==> config.mk <==
export PLATFORM = sky130hd
export DESIGN_NAME = alu32_exec_stage_flat
export DESIGN_NICKNAME = d
export VERILOG_FILES = /design/src/rtl/alu_ctrl_pkg.sv /design/src/rtl/alu32_exec_stage_if.sv /design/src/rtl/alu_mul_iter.sv /design/src/rtl/alu32_exec_stage.sv /design/src/flat_wrapper.sv
export SDC_FILE = /design/constraint.sdc
export NUM_CORES = 1
export LEC_CHECK = 0
export ABC_CLOCK_PERIOD_IN_PS = 4240
export CORE_ASPECT_RATIO = 1.2
export CORE_UTILIZATION = 45
export CTS_CLUSTER_DIAMETER = 200
export DETAILED_ROUTE_END_ITERATION = 7
export MAX_ROUTING_LAYER = met4
export PLACE_DENSITY = 0.74
export SETUP_SLACK_MARGIN = 0.05
export SLEW_MARGIN = 20
export SYNTH_ARGS = -nofsm -noshare
export SYNTH_HDL_FRONTEND = slang
export SYNTH_HIERARCHICAL = 1
export SYNTH_SLANG_ARGS = --single-unit
==> constraint.sdc <==
create_clock -name Clk -period 4.24 [get_ports Clk]
set_input_delay 0.424 -clock Clk [delete_from_list [all_inputs] [get_ports Clk]]
set_output_delay 0.424 -clock Clk [all_outputs]
set_load 0.05 [all_outputs]
==> src/rtl/alu_ctrl_pkg.sv <==
// Shared ALU_Control encodings, widths and execute-stage FSM states.
// The ALU controller and the execute stage both import this package.
package alu_ctrl_pkg;

   localparam int DATA_W    = 32;
   localparam int MUL_STEPS = 32;
   localparam int CNT_W     = 6;

   localparam logic [4:0] OP_ADD   = 5'd0;
   localparam logic [4:0] OP_SUB   = 5'd1;
   localparam logic [4:0] OP_MUL   = 5'd2;
   localparam logic [4:0] OP_AND   = 5'd4;
   localparam logic [4:0] OP_ANDI  = 5'd5;
   localparam logic [4:0] OP_OR    = 5'd7;
   localparam logic [4:0] OP_NOR   = 5'd8;
   localparam logic [4:0] OP_XOR   = 5'd9;
   localparam logic [4:0] OP_ORI   = 5'd10;
   localparam logic [4:0] OP_XORI  = 5'd11;
   localparam logic [4:0] OP_SLL   = 5'd12;
   localparam logic [4:0] OP_SRL   = 5'd13;
   localparam logic [4:0] OP_SLT   = 5'd15;
   localparam logic [4:0] OP_SLTI  = 5'd16;
   localparam logic [4:0] OP_BEQ   = 5'd17;
   localparam logic [4:0] OP_BNE   = 5'd18;
   localparam logic [4:0] OP_BCOND = 5'd19;
   localparam logic [4:0] OP_BGTZ  = 5'd20;
   localparam logic [4:0] OP_BLEZ  = 5'd21;
   localparam logic [4:0] OP_LW    = 5'd25;
   localparam logic [4:0] OP_SW    = 5'd26;
   localparam logic [4:0] OP_LB    = 5'd27;
   localparam logic [4:0] OP_LH    = 5'd28;
   localparam logic [4:0] OP_SB    = 5'd29;
   localparam logic [4:0] OP_SH    = 5'd30;
   localparam logic [4:0] OP_JR    = 5'd31;

   typedef enum logic [1:0] {
      ST_IDLE = 2'd0,
      ST_MUL  = 2'd1,
      ST_HOLD = 2'd2
   } exec_state_e;

endpackage

==> src/rtl/alu32_exec_stage_if.sv <==
// ID/EX to EX/MEM handshake bundle of the execute stage.
// The master side drives operands and Out_Ready; the slave side is the stage.
interface alu32_exec_if;
   import alu_ctrl_pkg::*;

   logic              In_Valid;
   logic              In_Ready;
   logic [4:0]        ALU_Control;
   logic [DATA_W-1:0] A;
   logic [DATA_W-1:0] B;
   logic [4:0]        Shamt;
   logic              Rt0;
   logic              Out_Valid;
   logic              Out_Ready;
   logic [DATA_W-1:0] ALU_Result;
   logic              Branch_Taken;
   logic              Illegal;

   modport master (
      output In_Valid, ALU_Control, A, B, Shamt, Rt0, Out_Ready,
      input  In_Ready, Out_Valid, ALU_Result, Branch_Taken, Illegal
   );

   modport slave (
      input  In_Valid, ALU_Control, A, B, Shamt, Rt0, Out_Ready,
      output In_Ready, Out_Valid, ALU_Result, Branch_Taken, Illegal
   );

endinterface

==> src/rtl/alu_mul_iter.sv <==
// Iterative shift-add multiplier, one multiplicand bit per cycle.
// product presents the final sum combinationally in the cycle done is high.
module alu_mul_iter
   import alu_ctrl_pkg::*;
(
   input  logic              clk,
   input  logic              rst_n,
   input  logic              start,
   input  logic [DATA_W-1:0] a,
   input  logic [DATA_W-1:0] b,
   output logic              busy,
   output logic              done,
   output logic [DATA_W-1:0] product
);

   logic [DATA_W-1:0] mcand_r;
   logic [DATA_W-1:0] mplier_r;
   logic [DATA_W-1:0] acc_r;
   logic [CNT_W-1:0]  count_r;
   logic              busy_r;
   logic [DATA_W-1:0] step_add_s;

   // Partial-sum adder and completion flag for the current iteration.
   always_comb begin
      step_add_s = mcand_r[0] ? mplier_r : {DATA_W{1'b0}};
      product    = acc_r + step_add_s;
      done       = busy_r && (count_r == CNT_W'(MUL_STEPS - 1));
      busy       = busy_r;
   end

   // Operand load on start, then one shift-add step per clock.
   always_ff @(posedge clk or negedge rst_n) begin
      if (!rst_n) begin
         mcand_r  <= {DATA_W{1'b0}};
         mplier_r <= {DATA_W{1'b0}};
         acc_r    <= {DATA_W{1'b0}};
         count_r  <= {CNT_W{1'b0}};
         busy_r   <= 1'b0;
      end else if (start) begin
         mcand_r  <= b;
         mplier_r <= a;
         acc_r    <= {DATA_W{1'b0}};
         count_r  <= {CNT_W{1'b0}};
         busy_r   <= 1'b1;
      end else if (busy_r) begin
         acc_r    <= product;
         mplier_r <= mplier_r << 1;
         mcand_r  <= mcand_r >> 1;
         count_r  <= count_r + {{(CNT_W-1){1'b0}}, 1'b1};
         busy_r   <= !done;
      end else begin
         busy_r   <= 1'b0;
      end
   end

endmodule

==> src/rtl/alu32_exec_stage.sv <==
// Execute stage: single-cycle ALU/branch/address ops and an iterative MUL,
// with a one-entry registered output slot toward EX/MEM.
module alu32_exec_stage
   import alu_ctrl_pkg::*;
(
   input  logic        Clk,
   input  logic        Rst_n,
   alu32_exec_if.slave bus
);

   exec_state_e       state_r;
   exec_state_e       state_next_s;
   logic              in_ready_s;
   logic              accept_s;
   logic              mul_start_s;
   logic              mul_busy_s;
   logic              mul_done_s;
   logic              mul_finish_s;
   logic [DATA_W-1:0] mul_product_s;
   logic [DATA_W-1:0] op_result_s;
   logic              op_taken_s;
   logic              op_illegal_s;
   logic              out_valid_r;
   logic [DATA_W-1:0] result_r;
   logic              taken_r;
   logic              illegal_r;

   alu_mul_iter u_mul (
      .clk     (Clk),
      .rst_n   (Rst_n),
      .start   (mul_start_s),
      .a       (bus.A),
      .b       (bus.B),
      .busy    (mul_busy_s),
      .done    (mul_done_s),
      .product (mul_product_s)
   );

   // Handshake decode and next-state logic.
   always_comb begin
      state_next_s = state_r;
      in_ready_s   = (state_r == ST_IDLE) && !mul_busy_s && (!out_valid_r || bus.Out_Ready);
      accept_s     = bus.In_Valid && in_ready_s;
      mul_start_s  = accept_s && (bus.ALU_Control == OP_MUL);
      mul_finish_s = (state_r == ST_MUL) && mul_done_s;
      case (state_r)
         ST_IDLE: state_next_s = mul_start_s ? ST_MUL : ST_IDLE;
         ST_MUL:  state_next_s = mul_done_s ? ST_IDLE : ST_MUL;
         ST_HOLD: state_next_s = ST_IDLE;
         default: state_next_s = ST_IDLE;
      endcase
   end

   // Single-cycle operation mux; MUL results come from the iterative core.
   always_comb begin
      op_result_s  = {DATA_W{1'b0}};
      op_taken_s   = 1'b0;
      op_illegal_s = 1'b0;
      case (bus.ALU_Control)
         OP_ADD:   op_result_s = bus.A + bus.B;
         OP_SUB:   op_result_s = bus.A - bus.B;
         OP_MUL:   op_result_s = {DATA_W{1'b0}};
         OP_AND:   op_result_s = bus.A & bus.B;
         OP_ANDI:  op_result_s = bus.A & {16'd0, bus.B[15:0]};
         OP_OR:    op_result_s = bus.A | bus.B;
         OP_NOR:   op_result_s = ~(bus.A | bus.B);
         OP_XOR:   op_result_s = bus.A ^ bus.B;
         OP_ORI:   op_result_s = bus.A | {16'd0, bus.B[15:0]};
         OP_XORI:  op_result_s = bus.A ^ {16'd0, bus.B[15:0]};
         OP_SLL:   op_result_s = bus.B << bus.Shamt;
         OP_SRL:   op_result_s = bus.B >> bus.Shamt;
         OP_SLT,
         OP_SLTI:  op_result_s = {31'd0, ($signed(bus.A) < $signed(bus.B))};
         OP_BEQ:   op_taken_s  = (bus.A == bus.B);
         OP_BNE:   op_taken_s  = (bus.A != bus.B);
         OP_BCOND: op_taken_s  = bus.Rt0 ? !bus.A[31] : bus.A[31];
         OP_BGTZ:  op_taken_s  = !bus.A[31] && (bus.A != 32'd0);
         OP_BLEZ:  op_taken_s  = bus.A[31] || (bus.A == 32'd0);
         OP_LW, OP_SW, OP_LB,
         OP_LH, OP_SB, OP_SH:
                   op_result_s = bus.A + bus.B;
         OP_JR:    op_result_s = bus.A;
         default:  op_illegal_s = 1'b1;
      endcase
   end

   // FSM state register.
   always_ff @(posedge Clk or negedge Rst_n) begin
      if (!Rst_n) begin
         state_r <= ST_IDLE;
      end else begin
         state_r <= state_next_s;
      end
   end

   // Output slot: load on accept or MUL completion, release on downstream transfer.
   always_ff @(posedge Clk or negedge Rst_n) begin
      if (!Rst_n) begin
         out_valid_r <= 1'b0;
         result_r    <= {DATA_W{1'b0}};
         taken_r     <= 1'b0;
         illegal_r   <= 1'b0;
      end else if (accept_s && !mul_start_s) begin
         out_valid_r <= 1'b1;
         result_r    <= op_result_s;
         taken_r     <= op_taken_s;
         illegal_r   <= op_illegal_s;
      end else if (mul_finish_s) begin
         out_valid_r <= 1'b1;
         result_r    <= mul_product_s;
         taken_r     <= 1'b0;
         illegal_r   <= 1'b0;
      end else if (out_valid_r && bus.Out_Ready) begin
         out_valid_r <= 1'b0;
      end else begin
         out_valid_r <= out_valid_r;
      end
   end

   assign bus.In_Ready     = in_ready_s;
   assign bus.Out_Valid    = out_valid_r;
   assign bus.ALU_Result   = result_r;
   assign bus.Branch_Taken = taken_r;
   assign bus.Illegal      = illegal_r;

endmodule

==> src/flat_wrapper.sv <==
// flat-port wrapper written by rule: the top's interface ports become plain ports
module alu32_exec_stage_flat import alu_ctrl_pkg::*;
  (Clk, Rst_n, bus_In_Valid, bus_ALU_Control, bus_A, bus_B, bus_Shamt, bus_Rt0, bus_Out_Ready, bus_In_Ready, bus_Out_Valid, bus_ALU_Result, bus_Branch_Taken, bus_Illegal);
  alu32_exec_if bus_i ();
  input  logic Clk;
  input  logic Rst_n;
  input wire logic [$bits(bus_i.In_Valid)-1:0] bus_In_Valid;
  input wire logic [$bits(bus_i.ALU_Control)-1:0] bus_ALU_Control;
  input wire logic [$bits(bus_i.A)-1:0] bus_A;
  input wire logic [$bits(bus_i.B)-1:0] bus_B;
  input wire logic [$bits(bus_i.Shamt)-1:0] bus_Shamt;
  input wire logic [$bits(bus_i.Rt0)-1:0] bus_Rt0;
  input wire logic [$bits(bus_i.Out_Ready)-1:0] bus_Out_Ready;
  output wire logic [$bits(bus_i.In_Ready)-1:0] bus_In_Ready;
  output wire logic [$bits(bus_i.Out_Valid)-1:0] bus_Out_Valid;
  output wire logic [$bits(bus_i.ALU_Result)-1:0] bus_ALU_Result;
  output wire logic [$bits(bus_i.Branch_Taken)-1:0] bus_Branch_Taken;
  output wire logic [$bits(bus_i.Illegal)-1:0] bus_Illegal;
  assign bus_i.In_Valid = bus_In_Valid;
  assign bus_i.ALU_Control = bus_ALU_Control;
  assign bus_i.A = bus_A;
  assign bus_i.B = bus_B;
  assign bus_i.Shamt = bus_Shamt;
  assign bus_i.Rt0 = bus_Rt0;
  assign bus_i.Out_Ready = bus_Out_Ready;
  assign bus_In_Ready = bus_i.In_Ready;
  assign bus_Out_Valid = bus_i.Out_Valid;
  assign bus_ALU_Result = bus_i.ALU_Result;
  assign bus_Branch_Taken = bus_i.Branch_Taken;
  assign bus_Illegal = bus_i.Illegal;
  alu32_exec_stage u_core (.Clk(Clk), .Rst_n(Rst_n), .bus(bus_i));
endmodule
Word-level counts from Yosys, hierarchy flattened
Index checks and enable logic that the tools add are counted.
Storage, ports and cells
  flip-flop bits (word level): 140
  input bits: 79
  output and inout port bits: 36
Cells by class
  add/subtract/negate cells: 4
  $lt $le $gt $ge: 1
  equal/unequal tests: 29
  shift-type cells: 2
  multiplexer cells: 26
  bitwise logic cells: 7
  reductions and logical operators: 26
Operator list (count)
  $pmux W32 S13: 1
  $mux W32: 9
  $eq A5 B5 Y1 const B: 13
  $add A32 B32 Y32: 2
  $eq A5 B4 Y1 const B: 7
  $and A32 B16 Y32: 1
  $and A32 B32 Y32: 1
  $eq A32 B32 Y1: 1
  $logic_not A32 Y1: 1
  $lt A32 B32 Y1: 1
  $ne A32 B32 Y1: 1
  $not A32 Y32: 1
  $or A32 B16 Y32: 1
  $or A32 B32 Y32: 1
  $reduce_bool A32 Y1: 1
  $shl A32 B5 Y32: 1
  $shr A32 B5 Y32: 1
  $sub A32 B32 Y32: 1
  $xor A32 B16 Y32: 1
  $xor A32 B32 Y32: 1
  $reduce_or A26 Y1: 1
  $eq A5 B3 Y1 const B: 3
  $mux W1: 12
  $mux W6: 2
  16 further kinds: 30

Longest topological paths before layout
Gate-level depths: netlist (run 1).
  depth in word-level cells: 8
  gate-level depth with buffers: 17
  mapped depth without buffers: 16

Hierarchy
The synthesis (run 1) kept the hierarchy.
Modules (own cells, without submodules)
  alu32_exec_stage: times used 1, cells an instance 1390, area each 10372.4 um^2
  alu_mul_iter: times used 1, cells an instance 688, area each 6481.2 um^2

Least setup slack after synthesis (run 1)
No wires, ideal clock.
  path type: flip-flop to flip-flop
  start point: reg u_core.u_mul.mcand_r[0]
  end point: reg u_core.result_r[30], in the netlist u_core/bus.ALU_Result[30]
  arrival: 3.402 ns
  data required time: 4.107 ns
  slack: 0.704 ns
  stages on the path, launching flop included: 16
  buffers on the path: 0
  clock period less this slack: 3.536 ns
  path through: dfrtp_1 -> and2_1 -> ha_1 -> fa_1 -> a21o_1 -> a221oi_2 -> nor4_4 -> o311ai_1 -> nand3_1 -> xor2_1 -> nand2_1 -> o2111ai_1 -> a21oi_1 -> or4b_1 -> a22oi_1 -> a31oi_1
Between the ends
  cells in the longest elaborated chain, start to end: 4
RTL lines
  from (decl): line alu_mul_iter.sv:16  | logic [DATA_W-1:0] mcand_r;
  from (signal assigned): line alu_mul_iter.sv:34  | mcand_r <= {DATA_W{1'b0}};
  from (signal assigned): line alu_mul_iter.sv:48  | mcand_r <= mcand_r >> 1;
  $mux W32: line alu_mul_iter.sv:25  | step_add_s = mcand_r[0] ? mplier_r : {DATA_W{1'b0}};
  $add A32 B32 Y32: line alu_mul_iter.sv:26  | product = acc_r + step_add_s;
  via u_core.mul_product_s[30]: line alu32_exec_stage.sv:19  | logic [DATA_W-1:0] mul_product_s;
  $mux W32: line alu32_exec_stage.sv:108  | end else if (mul_finish_s) begin
  $mux W32: line alu32_exec_stage.sv:103  | end else if (accept_s && !mul_start_s) begin
  to (signal assigned): line alu32_exec_stage.sv:100  | result_r <= {DATA_W{1'b0}};
  to (signal assigned): line alu32_exec_stage.sv:105  | result_r <= op_result_s;
  to (signal assigned): line alu32_exec_stage.sv:110  | result_r <= mul_product_s;
  to (decl): line alu32_exec_stage.sv:24  | logic [DATA_W-1:0] result_r;
The timed path passes the listed nets, and every way through them passes these cells. The select of a mux whose other input is x is not followed.
A chain may end at the register's enable or synchronous reset.

Worst setup path in the final report (run 1)
  start point: reg u_core.u_mul.mplier_r[0]
  end point: reg u_core.result_r[30], in the netlist u_core/bus.ALU_Result[30]
Between the ends
  cells in the longest elaborated chain, start to end: 4
RTL lines
  from (decl): line alu_mul_iter.sv:17  | logic [DATA_W-1:0] mplier_r;
  from (signal assigned): line alu_mul_iter.sv:35  | mplier_r <= {DATA_W{1'b0}};
  from (signal assigned): line alu_mul_iter.sv:47  | mplier_r <= mplier_r << 1;
  $mux W32: line alu_mul_iter.sv:25
  $add A32 B32 Y32: line alu_mul_iter.sv:26
  via u_core.mul_product_s[30]: line alu32_exec_stage.sv:19
  $mux W32: line alu32_exec_stage.sv:108
  $mux W32: line alu32_exec_stage.sv:103
The timed path passes the listed nets, and every way through them passes these cells. The select of a mux whose other input is x is not followed.

==> results of run 1 <==
[layout by cell type, fill, tap and decap left out, drive strengths merged, types with 20 or more instances in the layout]
master,instances
inv,108
nor3,35
a21oi,144
clkdlybuf4s50,111
ha,128
buf,190
dfrtp,139
a31oi,20
nand3,34
o21ai,197
a21o,32
mux4,49
nor2,169
clkbuf,20
a221oi,36
a222oi,21
mux2i,154
and2,43
nand2b,24
nand2,211
xnor2,27
o211ai,26
nand4,21
[critical path: stages, from the launching register on]
cell	delay, ns
dfrtp_1	0.40
and2_1	0.17
ha_1	0.21
fa_1	0.45
a21o_1	0.21
a221oi_2	0.42
nor4_4	0.11
o311ai_1	0.27
buf_4	0.20
nand3_1	0.10
xor2_1	0.19
nand2_1	0.12
o2111ai_1	0.12
a21oi_1	0.21
or4b_1	0.46
a22oi_1	0.18
a31oi_1	0.10
[power groups by stage]
stage / registers [W] / logic, W / clock network, W
3_5_place_dp: 0.00217 / 0.00438 / 0
3_3_place_gp: 0.00217 / 0.00432 / 0
5_1_grt: 0.00221 / 0.00474 / 0.00175
2_1_floorplan: 0.00254 / 0.00243 / 0
6_report: 0.00217 / 0.00447 / 0.00169
4_1_cts: 0.00216 / 0.00439 / 0.00171
[cell families (layout without fill, tap and decap cells)]
family,Yosys count,count (layout),synth area share [%]
compound gates,686,686,27.8
xor+xnor,44,44,2.29
fa+ha+maj,131,131,9.86
buf+inv,258,439,6.29
flops,139,139,20.6
mux,208,208,16.0
other cells,0,2,0
simple gates,612,612,17.1
[sequential cells by signal, indices dropped and copies added (netlist names)]
register	count
u_core/bus.ALU_Result	32
u_core/bus.Branch_Taken	1
u_core/bus.Illegal	1
u_core/bus.Out_Valid	1
u_core/state_r	1
u_core/u_mul/acc_r	32
u_core/u_mul/busy	1
u_core/u_mul/count_r	6
u_core/u_mul/mcand_r	32
u_core/u_mul/mplier_r	32
[final timing paths]
path                                            from                   endpoint  slack [ns]  cells after the start
max                         u_core/u_mul/mplier_r[0]  u_core/bus.ALU_Result[30]        0.22                     16
min                                            Rst_n   u_core/bus.ALU_Result[1]        0.03                      1
max reg2reg                 u_core/u_mul/mplier_r[0]  u_core/bus.ALU_Result[30]        0.22                     16
min reg2reg                u_core/bus.ALU_Result[13]  u_core/bus.ALU_Result[13]        0.48                      2
max in group asynchronous                      Rst_n  u_core/bus.ALU_Result[20]        3.46                      2
min in group Clk           u_core/bus.ALU_Result[13]  u_core/bus.ALU_Result[13]        0.48                      2
[routing by layer]
layer  vias up  GRT usage (%)  routed length, um
met1      8913           52.8              30900
li1       8097              -                  -
met2      1089           60.2              34000
met3       237           6.86               6760
met4         0           22.0               4330
met5         -              -                  0
[per-stage QoR]
step	power (W)	TNS, ns	setup slack (ns)	utilization [%]	area (um^2)
final	0.00833	0	0.215	54.3	20000
after global routing	0.00871	0	0.0590	54.3	20000
after CTS	0.00826	0	0.281	54.3	20000
after detailed placement	0.00655	-0.00885	-0.00885	52.6	19400
after global placement	0.00649	0	0.0477	52.6	19400
after floorplan	0.00496	0	0.704	-	16900
[cell type report]
class	instances	area, um^2
fillers	3467	16900
multi-input cells	1681	12300
flip-flops and latches	139	3480
repair buffers	301	2580
well taps	474	593
clock buffers	20	437
inverters	106	398
clock inverters	12	185
diodes	2	5.00
==> key figures, run 1 <==
Synthesis
  • Count of cell types in the netlist: 94
  • Syn_nets: 2288
  • Ys async rst share: 100%
  • Synth Warn #: 6
  • Synthesized instance count: 2078
  • Post-synth top area cell: dfrtp_1
  • Mapped Area: roughly 0.017 mm^2
  • Yosys reg bits: 139
  • Main synth FF type: dfrtp_1
  • Share of the synthesized area in the top cell type: 20.6%
  • Commonest cells post-synth: nand2_1, o21ai_0, nor2_1
  • Syn_area_per_cell: between 8 and 9 um^2
  • Synth area leaders: dfrtp_1, ha_1, mux2i_1
  • EDFF count, synth: 0
  • Seq/Total Area, Yosys: 20.6%
  • Most common cell in the netlist: nand2_1

Drt
  • DR vias: between 15000 and 20000
  • # DRC: 4
  • DRT antenna net count: 0
  • Pre-Repair DR Iteration Count: 8
  • Detailed router's first-iteration violation count: 2370
  • Drt total wl: 76.0 mm
  • Vias/cell: roughly 6.7
  • WL per Instance: 27.8 um

Clocking
  • TritonCTS clock tree: yes
  • Root Driver: clkbuf_16
  • CTS H-tree lvls: 4
  • Clock sink count: 139
  • CTS Buffer Depth: 2
  • Clk_lat worst skew: about 0.48 ns
  • CTS buffer count: 17
  • Post-CTS Hold Fix Bufs: 0
  • Reg clk slew, reported paths: 0.07 ns
  • Post-CTS Setup Bufs: 0
  • Resized Gates After CTS: 0

Die
  • Initial core utilization: 45.7%
  • FP Rows: 77
  • Die extent in x: about 180 um
  • Core area: about 0.037 mm^2
  • Io pins: roughly 120
  • Die footprint: about 0.038 mm^2
  • Die Y: 214 um

Global route
  • Total track usage: between 40% and 50%
  • First-pass GRT wire length: 112 mm
  • Total grt overflow: 0
  • Initial antenna violation count: 2
  • Maximum number of pins on one net before global-route repair: 97
  • Number of global-route vias before repair: between 15000 and 20000

Power
  • Sequential share of power: between 20% and 30%
  • Sw power: 0.00385 W
  • Maximum VDD drop: 0.000349 V
  • Combinational group share of total power: a little over half
  • Internal Power: 0.00448 W
  • P_leak: 8.93 nW
  • Switching Fraction: 46.2%
  • Cell Pwr Density: 416 mW/mm^2
  • Clock power share: roughly a fifth

Place
  • Final Wtd Congestion: roughly 1.1
  • Dpl cells: 2701
  • Detailed Place HPWL: 59.2 mm
  • Port Buffers: 114

Critical path
  • Critical Path RT: between 4 and 5 ns
  • Crit end category: flip-flop
  • Crit Path Max Fanout: 3
  • CP Class: flip-flop to flip-flop
  • Type of origin of the critical path: flip-flop
  • Arrival @ worst endpoint: 4.37 ns

STA
  • Final hold vios: 0
  • Slew headroom: around 26%
  • Worst hold margin: 0.0347 ns
  • Pins Over Slew Limit: 0
  • Final setup violation count: 0
  • Tmin final: 4.02 ns
  • Highest clock rate: between 200 and 250 MHz
  • Clock Skew: approximately 0.019 ns
  • RSZ-0062 raised after global routing: no
  • Worst-Margin Slew: 1.10 ns
  • Part of the cycle the worst path needs: 94.9%

Outcome
  • Violated checks: design-rule violations
  • Run status: finished with violations

Final layout
  • Area Growth Syn to Fin: 18.8%
  • Cell Count, Final, Fillers Out: 2735
  • Layout cells sized above 1: 14.3%
  • NumNets Final: 2456

Worst hold path
  • Class of the worst hold path: primary input to asynchronous set/reset pin

Job
  • Max Cap Viol: 0
Power figures use the tool's default switching activity.
==> run 2, diff against run 1 <==
--- a/config.mk
+++ b/config.mk
@@ -8,2 +8,3 @@
 export ABC_CLOCK_PERIOD_IN_PS = 4240
+export CAP_MARGIN = 20
 export CORE_ASPECT_RATIO = 1.2
==> constraint.sdc (replaced) <==
create_clock -name Clk -period 4.24 [get_ports Clk]
set_input_delay 1.272 -clock Clk [delete_from_list [all_inputs] [get_ports Clk]]
set_output_delay 1.272 -clock Clk [all_outputs]
set_load 0.05 [all_outputs]
==> run 2 against run 1 <==
  * The flow now finishes without violations
  * Combinational power grew 9.6%
  * Routed wire length up 6.2%
  * Register-to-register slack got worse by 0.04 ns
  * Flip-flop and latch count did not move
  * Clock power decreased by 8%
  * Sequential power about the same
  * Final area increased by 13%
  * First-iteration DRC count is 8.7% lower
  * Utilization is 7.0 points higher
  * Setup slack worse by 0.17 ns
  * Die area did not move
  * Maximum frequency down 4.0%
  * Largest cell class unchanged
==> key figures, run 2 (synthesized netlist as in run 1, its figures left out) <==
Outcome
  • Run status: complete, no violations

Power
  • Maximum VDD drop: between 0.0003 and 0.0004 V
  • Total power: 0.00861 W
  • Cell Pwr Density: 381 mW/mm^2
  • P_leak: 10.4 nW

STA
  • Clock Skew: between 0.01 and 0.015 ns
  • Final setup violation count: 0
  • RSZ-0062 raised after global routing: yes
  • Setup slack after layout: between 0.04 and 0.05 ns
  • Worst-Margin Slew: ~1 ns
  • Slew headroom: between 30% and 40%
  • Final hold vios: 0
  • Pins Over Slew Limit: 0
  • Highest clock rate: 239 MHz
  • Tmin final: between 4 and 5 ns
  • Part of the cycle the worst path needs: a little over nine tenths

Clocking
  • TritonCTS clock tree: yes
  • CTS H-tree lvls: 4
  • Clock sink count: 139
  • Root Driver: clkbuf_16
  • Post-CTS Hold Fix Bufs: 0
  • CTS buffer count: 17
  • CTS Buffer Depth: 2
  • Clk_lat worst skew: 0.47 ns
  • Reg clk slew, reported paths: ~0.060 ns

Global route
  • Gr busiest metal: met2
  • Total track usage: 43.4%
  • Met2 usage: 67.2%
  • First-pass GRT wire length: 118 mm
  • Number of global-route vias before repair: 18780
  • Met3 usage: 7.46%
  • Initial antenna violation count: 0
  • Maximum number of pins on one net before global-route repair: 155
  • M1 GR Usage: 54.5%
  • Total grt overflow: 0

Die
  • Core area: about 0.037 mm^2
  • Io pins: 115
  • Die footprint: roughly 0.038 mm^2
  • Initial core utilization: 45.7%
  • Die extent in x: 179 um
  • FP Rows: between 70 and 80
  • Die Y: 214 um

Drt
  • DRT antenna net count: 0
  • Vias/cell: 6.43
  • # DRC: 0
  • DR vias: around 19000
  • WL per Instance: roughly 27 um
  • Detailed router's first-iteration violation count: 2163
  • Drt total wl: a little over 80 mm
  • Pre-Repair DR Iteration Count: 8

Final layout
  • Fillers: 3345
  • Ant. Diodes: 0
  • Layout cells sized above 1: ~26%
  • Commonest non-fill, non-tap cells in the layout: buf_4, nand2_1, nor2_1, o21ai_0, mux2i_1
  • Most common cell after layout, fill and taps aside: buf_4
  • Area Growth Syn to Fin: 34.1%
  • NumNets Final: ~2700

Place
  • Port Buffers: between 100 and 150
  • Final Wtd Congestion: 1.07
  • Post-place setup slack: -0.925 ns
  • Detailed Place HPWL: 64.2 mm

Critical path
  • Critical Path RT: between 4 and 5 ns
  • Crit Path Max Fanout: 3
  • Type of origin of the critical path: primary input
  • Crit end category: flip-flop
  • Arrival @ worst endpoint: 4.52 ns
  • CP Class: primary input to flip-flop

Worst hold path
  • Class of the worst hold path: flip-flop to flip-flop

Job
  • Max Cap Viol: 0
-- run 2: cell count changes in the layout (fill, tap and decap cells not counted), sizes merged, moves of 2 or more --
cell,before,now
buf,190,443
bufinv,4,2
clkdlybuf4s50,111,90
clkinv,5,8
diode,2,0
dlygate4sd2,0,3
dlymetal6s2s,0,16
-- run 2: worst max-delay path, cell delays in order --
cell and delay [ns]:
clkdlybuf4s50_1 0.50, inv_1 0.08, ha_4 0.27, inv_2 0.05, a2111oi_4 0.40, a2111oi_2 0.12
buf_4 0.17, or3_4 0.35, a2111o_1 0.47, nand2_2 0.11, a21oi_1 0.07, a32o_1 0.21
a221oi_2 0.33, a221oi_1 0.12
-- run 2: path summary, 6_finish.rpt --
kind,startpoint,slack (ns),end,cells past startpoint
setup reg to reg,u_core/u_mul/mplier_r[0],0.18,u_core/bus.ALU_Result[24],15
min in group asynchronous,Rst_n,0.73,u_core/u_mul/mcand_r[11],1
max in group asynchronous,Rst_n,2.57,u_core/u_mul/acc_r[24],2
hold reg to reg,u_core/u_mul/acc_r[21],0.49,u_core/u_mul/acc_r[21],1
setup / recovery,bus_A[4],0.05,u_core/bus.ALU_Result[23],14
hold / removal,u_core/u_mul/acc_r[21],0.49,u_core/u_mul/acc_r[21],1
-- run 2: per-layer routing --
layer  vias up  share of wire [%]
met5         -                  0
met4         0                5.3
met3       218                8.3
met2      1067                 46
met1      9312                 40
li1       8604                  -
-- run 2: final cells by class --
class	count	area, um^2	area share (%)
Timing Repair Buffer	553	4670	20.7
Tap cell	474	593	2.62
Clock inverter	13	138	0.609
Clock buffer	19	433	1.92
Sequential cell	139	3480	15.4
Multi-Input combinational cell	1681	12900	57.0
Inverter	106	398	1.76
-- run 2: repair_timing --
action                                  4_1_cts  5_1_grt
pin swaps                                    12       32
resized for setup                            45       83
endpoints found under the setup margin       21       24
setup buffers                                 6        3
-- run 2: per-stage QoR --
stage | hold WS, ns | TNS, ns | util [%] | instance area (um^2) | std cells
finish | 0.490 | 0 | 61.2 | 22600 | 2985
global placement | 0.466 | -14.64 | 57.9 | 21400 | 2944
global route | 0.511 | -0.0190 | 61.2 | 22600 | 2985
detailed placement | 0.477 | -15.43 | 58.0 | 21400 | 2944
floorplan | 0.455 | 0 | - | 16900 | 2078
CTS | 0.491 | 0 | 60.2 | 22200 | 2982
-- run 2: power breakdown --
part           internal, W  switching, W  leakage, nW
sequential         0.00181      0.000352         1.82
combinational      0.00195       0.00295         8.33
clock             0.000868      0.000678        0.286
total              0.00463       0.00398         10.4
==> run 3, diff against run 2 <==
- ABC_CLOCK_PERIOD_IN_PS: 4240 -> 4360
- clock period: 4.24 -> 4.36 ns (I/O delays scaled with it)
==> run 3 against run 2 <==
  * Flip-flop and latch count did not move
  * Total power fell by 4.3%
  * Clock-buffer cell count fell by 2
  * Critical path depth rose by 2
  * Clock skew rose by 0.0067 ns
  * Final area fell by 2.8%
  * Sequential share of layout area rose by 0.45 points
  * Sequential power fell by 3%
  * Critical endpoint is now u_core/bus.ALU_Result[20]
  * Largest cell class unchanged
  * Largest power group unchanged
  * Highest routed layer unchanged
==> key figures, run 3 (synthesized netlist as in run 1, its figures left out) <==
STA
  • Final hold vios: 0
  • Setup slack after layout: 0.103 ns
  • Slew headroom: a little over a quarter
  • Final setup violation count: 0
  • RSZ-0062 raised after global routing: yes
  • Part of the cycle the worst path needs: 97.6%
  • Worst-Margin Slew: between 1 and 1.5 ns
  • Pins Over Slew Limit: 0
  • Clock Skew: roughly 0.017 ns
  • Tmin final: 4.26 ns
  • Highest clock rate: 235 MHz
  • Setup TNS after final layout: 0 ns

Global route
  • Maximum number of pins on one net before global-route repair: 111
  • Total track usage: 41.5%
  • Total grt overflow: 0
  • First-pass GRT wire length: 114 mm
  • Initial antenna violation count: 0
  • Number of global-route vias before repair: 18627

Clocking
  • CTS buffer count: 17
  • TritonCTS clock tree: yes
  • CTS H-tree lvls: 4
  • Post-CTS Hold Fix Bufs: 0
  • Root Driver: clkbuf_16
  • Clock sink count: about 140
  • CTS Buffer Depth: 2
  • Clk_lat worst skew: about 0.48 ns
  • Reg clk slew, reported paths: 0.07 ns

Power
  • Sw power: between 0.003 and 0.004 W
  • Combinational group share of total power: 56.5%
  • Clock power share: 18.1%
  • Sequential share of power: 25.4%
  • Internal Power: 0.00437 W
  • P_leak: 10.1 nW
  • Maximum VDD drop: 0.000298 V
  • Cell Pwr Density: 375 mW/mm^2
  • Switching Fraction: between 40% and 50%

Worst hold path
  • Worst Min Path Start: u_core/bus.ALU_Result[13]
  • End of the worst hold path: u_core/bus.ALU_Result[13]
  • Worst hold path depth: 2
  • Class of the worst hold path: flip-flop to flip-flop

Final layout
  • NumNets Final: 2671
  • Layout cells sized above 1: 23.6%
  • Ant. Diodes: 0
  • Most common cell after layout, fill and taps aside: buf_4
  • Area Growth Syn to Fin: 30.3%
  • Final Util: about 59%
  • Commonest non-fill, non-tap cells in the layout: buf_4, nand2_1, nor2_1, o21ai_0, mux2i_1

Critical path
  • Type of origin of the critical path: primary input
  • R2R Path End: u_core/bus.ALU_Result[24]
  • Cell chain of the critical path: clkdlybuf4s50_1 -> inv_1 -> ha_1 -> buf_4 -> o21a_1 -> o211ai_1 -> a211oi_2 -> buf_4 -> nor3b_2 -> buf_4 -> o21bai_1 -> a21o_1 -> a21oi_1 -> nor2_1 -> a2111oi_2 -> o31ai_1
  • Arrival @ worst endpoint: 4.60 ns
  • Crit end category: flip-flop
  • Most Frequent Cell on Critical Path: buf_4
  • Crit path max-delay cell type: clkdlybuf4s50_1
  • Delay-heaviest family, CP: compound AO/OA/AOI/OAI gates
  • Reg2reg path depth: 15
  • Critical Path RT: roughly 4.7 ns
  • CP Class: primary input to flip-flop
  • Largest stage delay, worst path: 0.48 ns
  • R2R Setup Slk: 0.21 ns
  • CP bufs+invs: 5
  • RR Startpoint: u_core/u_mul/mcand_r[0]
  • Crit Path Max Fanout: 6

Die
  • Initial core utilization: 45.7%
  • FP Rows: 77
  • Die Y: 214 um
  • Core area: 0.0369 mm^2
  • Io pins: 115
  • Die footprint: 0.0382 mm^2
  • Die extent in x: between 150 and 200 um

Place
  • Port Buffers: roughly 110
  • Detailed Place HPWL: 61.4 mm
  • Post-place setup slack: -0.678 ns
  • Final Wtd Congestion: 1.10

Drt
  • Vias/cell: 6.48
  • Drt total wl: 76.9 mm
  • DR vias: around 19000
  • # DRC: 0
  • Pre-Repair DR Iteration Count: 6
  • DRT antenna net count: 0
  • WL per Instance: 26.1 um
  • Detailed router's first-iteration violation count: 2463

Outcome
  • Run status: complete, no violations

Job
  • Max Cap Viol: 0
-- run 3: cell count changes in the layout (fill, tap and decap cells not counted), moves of 4 or more --
| cell | previous run | this run |
|---|---|---|
| buf_4 | 425 | 395 |
| clkdlybuf4s50_1 | 90 | 105 |
| dlymetal6s2s_1 | 16 | 2 |
| ha_1 | 115 | 126 |
| ha_4 | 11 | 1 |
| buf_12 | 16 | 10 |
| inv_1 | 94 | 100 |
| inv_2 | 11 | 5 |
| inv_8 | 0 | 5 |
| clkinv_2 | 5 | 1 |
-- run 3: what timing repair did --
| action | in CTS | in global routing |
|---|---|---|
| setup buffers | 0 | 2 |
| cloned | 0 | 0 |
| pin swaps | 2 | 15 |
| resized for setup | 25 | 43 |
| endpoints found under the setup margin | 10 | 17 |
-- run 3: stage by stage --
| step | power, W | instances | cell area, um^2 | hold WS [ns] |
|---|---|---|---|---|
| after floorplan | 0.00483 | 2078 | 16900 | 0.455 |
| after global placement | 0.00651 | 2914 | 21100 | 0.463 |
| after detailed placement | 0.00660 | 2914 | 21100 | 0.471 |
| after CTS | 0.00813 | 2946 | 21800 | 0.486 |
| after global routing | 0.00863 | 2948 | 22000 | 0.516 |
| final | 0.00824 | 2948 | 22000 | 0.481 |
-- run 3: area by class of cell --
type,instances,area [um^2]
Multi-Input combinational cell,1681,12600
Fill cell,3367,14900
Clock inverter,15,145
Sequential cell,139,3480
Inverter,106,398
Timing Repair Buffer,516,4280
Clock buffer,17,425
Tap cell,474,593
-- run 3: how the worst max path moves through the flow --
stage | startpoint | to | slack (ns) | depth (start not counted)
final | bus_B[6] | u_core/bus.ALU_Result[20] | 0.10 | 16
after global routing | bus_A[7] | u_core/bus.ALU_Result[30] | 0.0007 | 14
after CTS | bus_B[6] | u_core/bus.ALU_Result[20] | 0.06 | 16
after detailed placement | bus_B[1] | u_core/bus.ALU_Result[27] | -0.68 | 14
after global placement | bus_B[1] | u_core/bus.ALU_Result[27] | -0.57 | 14
after floorplan | bus_Out_Ready | u_core/bus.ALU_Result[30] | 0.28 | 11
-- run 3: power by group through the flow --
| stage | logic (W) | clock network (W) | registers [W] |
|---|---|---|---|
| 2_1_floorplan | 0.00236 | 0 | 0.00247 |
| 3_3_place_gp | 0.00443 | 0 | 0.00208 |
| 3_5_place_dp | 0.00450 | 0 | 0.00210 |
| 4_1_cts | 0.00454 | 0.00151 | 0.00209 |
| 5_1_grt | 0.00492 | 0.00157 | 0.00214 |
| 6_report | 0.00466 | 0.00149 | 0.00210 |
-- run 3: worst reg2reg max path, stage by stage, from the launching register on --
cell       delay, ns
dfrtp_1         0.47
and2_1          0.19
ha_1            0.22
fa_1            0.44
a21o_1          0.22
a221oi_2        0.25
buf_4           0.20
nor3_2          0.07
o2111ai_2       0.40
a31oi_1         0.21
xor2_1          0.21
and3_1          0.19
a21oi_1         0.34
nand4_1         0.21
nor4_1          0.29
a221oi_1        0.09
-- run 3: metal layers --
metal	wire length (um)	global-route usage, %	vias up
met4	4250	20.1	0
li1	-	-	8538
met5	0	-	-
met1	31200	52.9	9277
met2	35300	63.9	1066
met3	6220	6.04	228
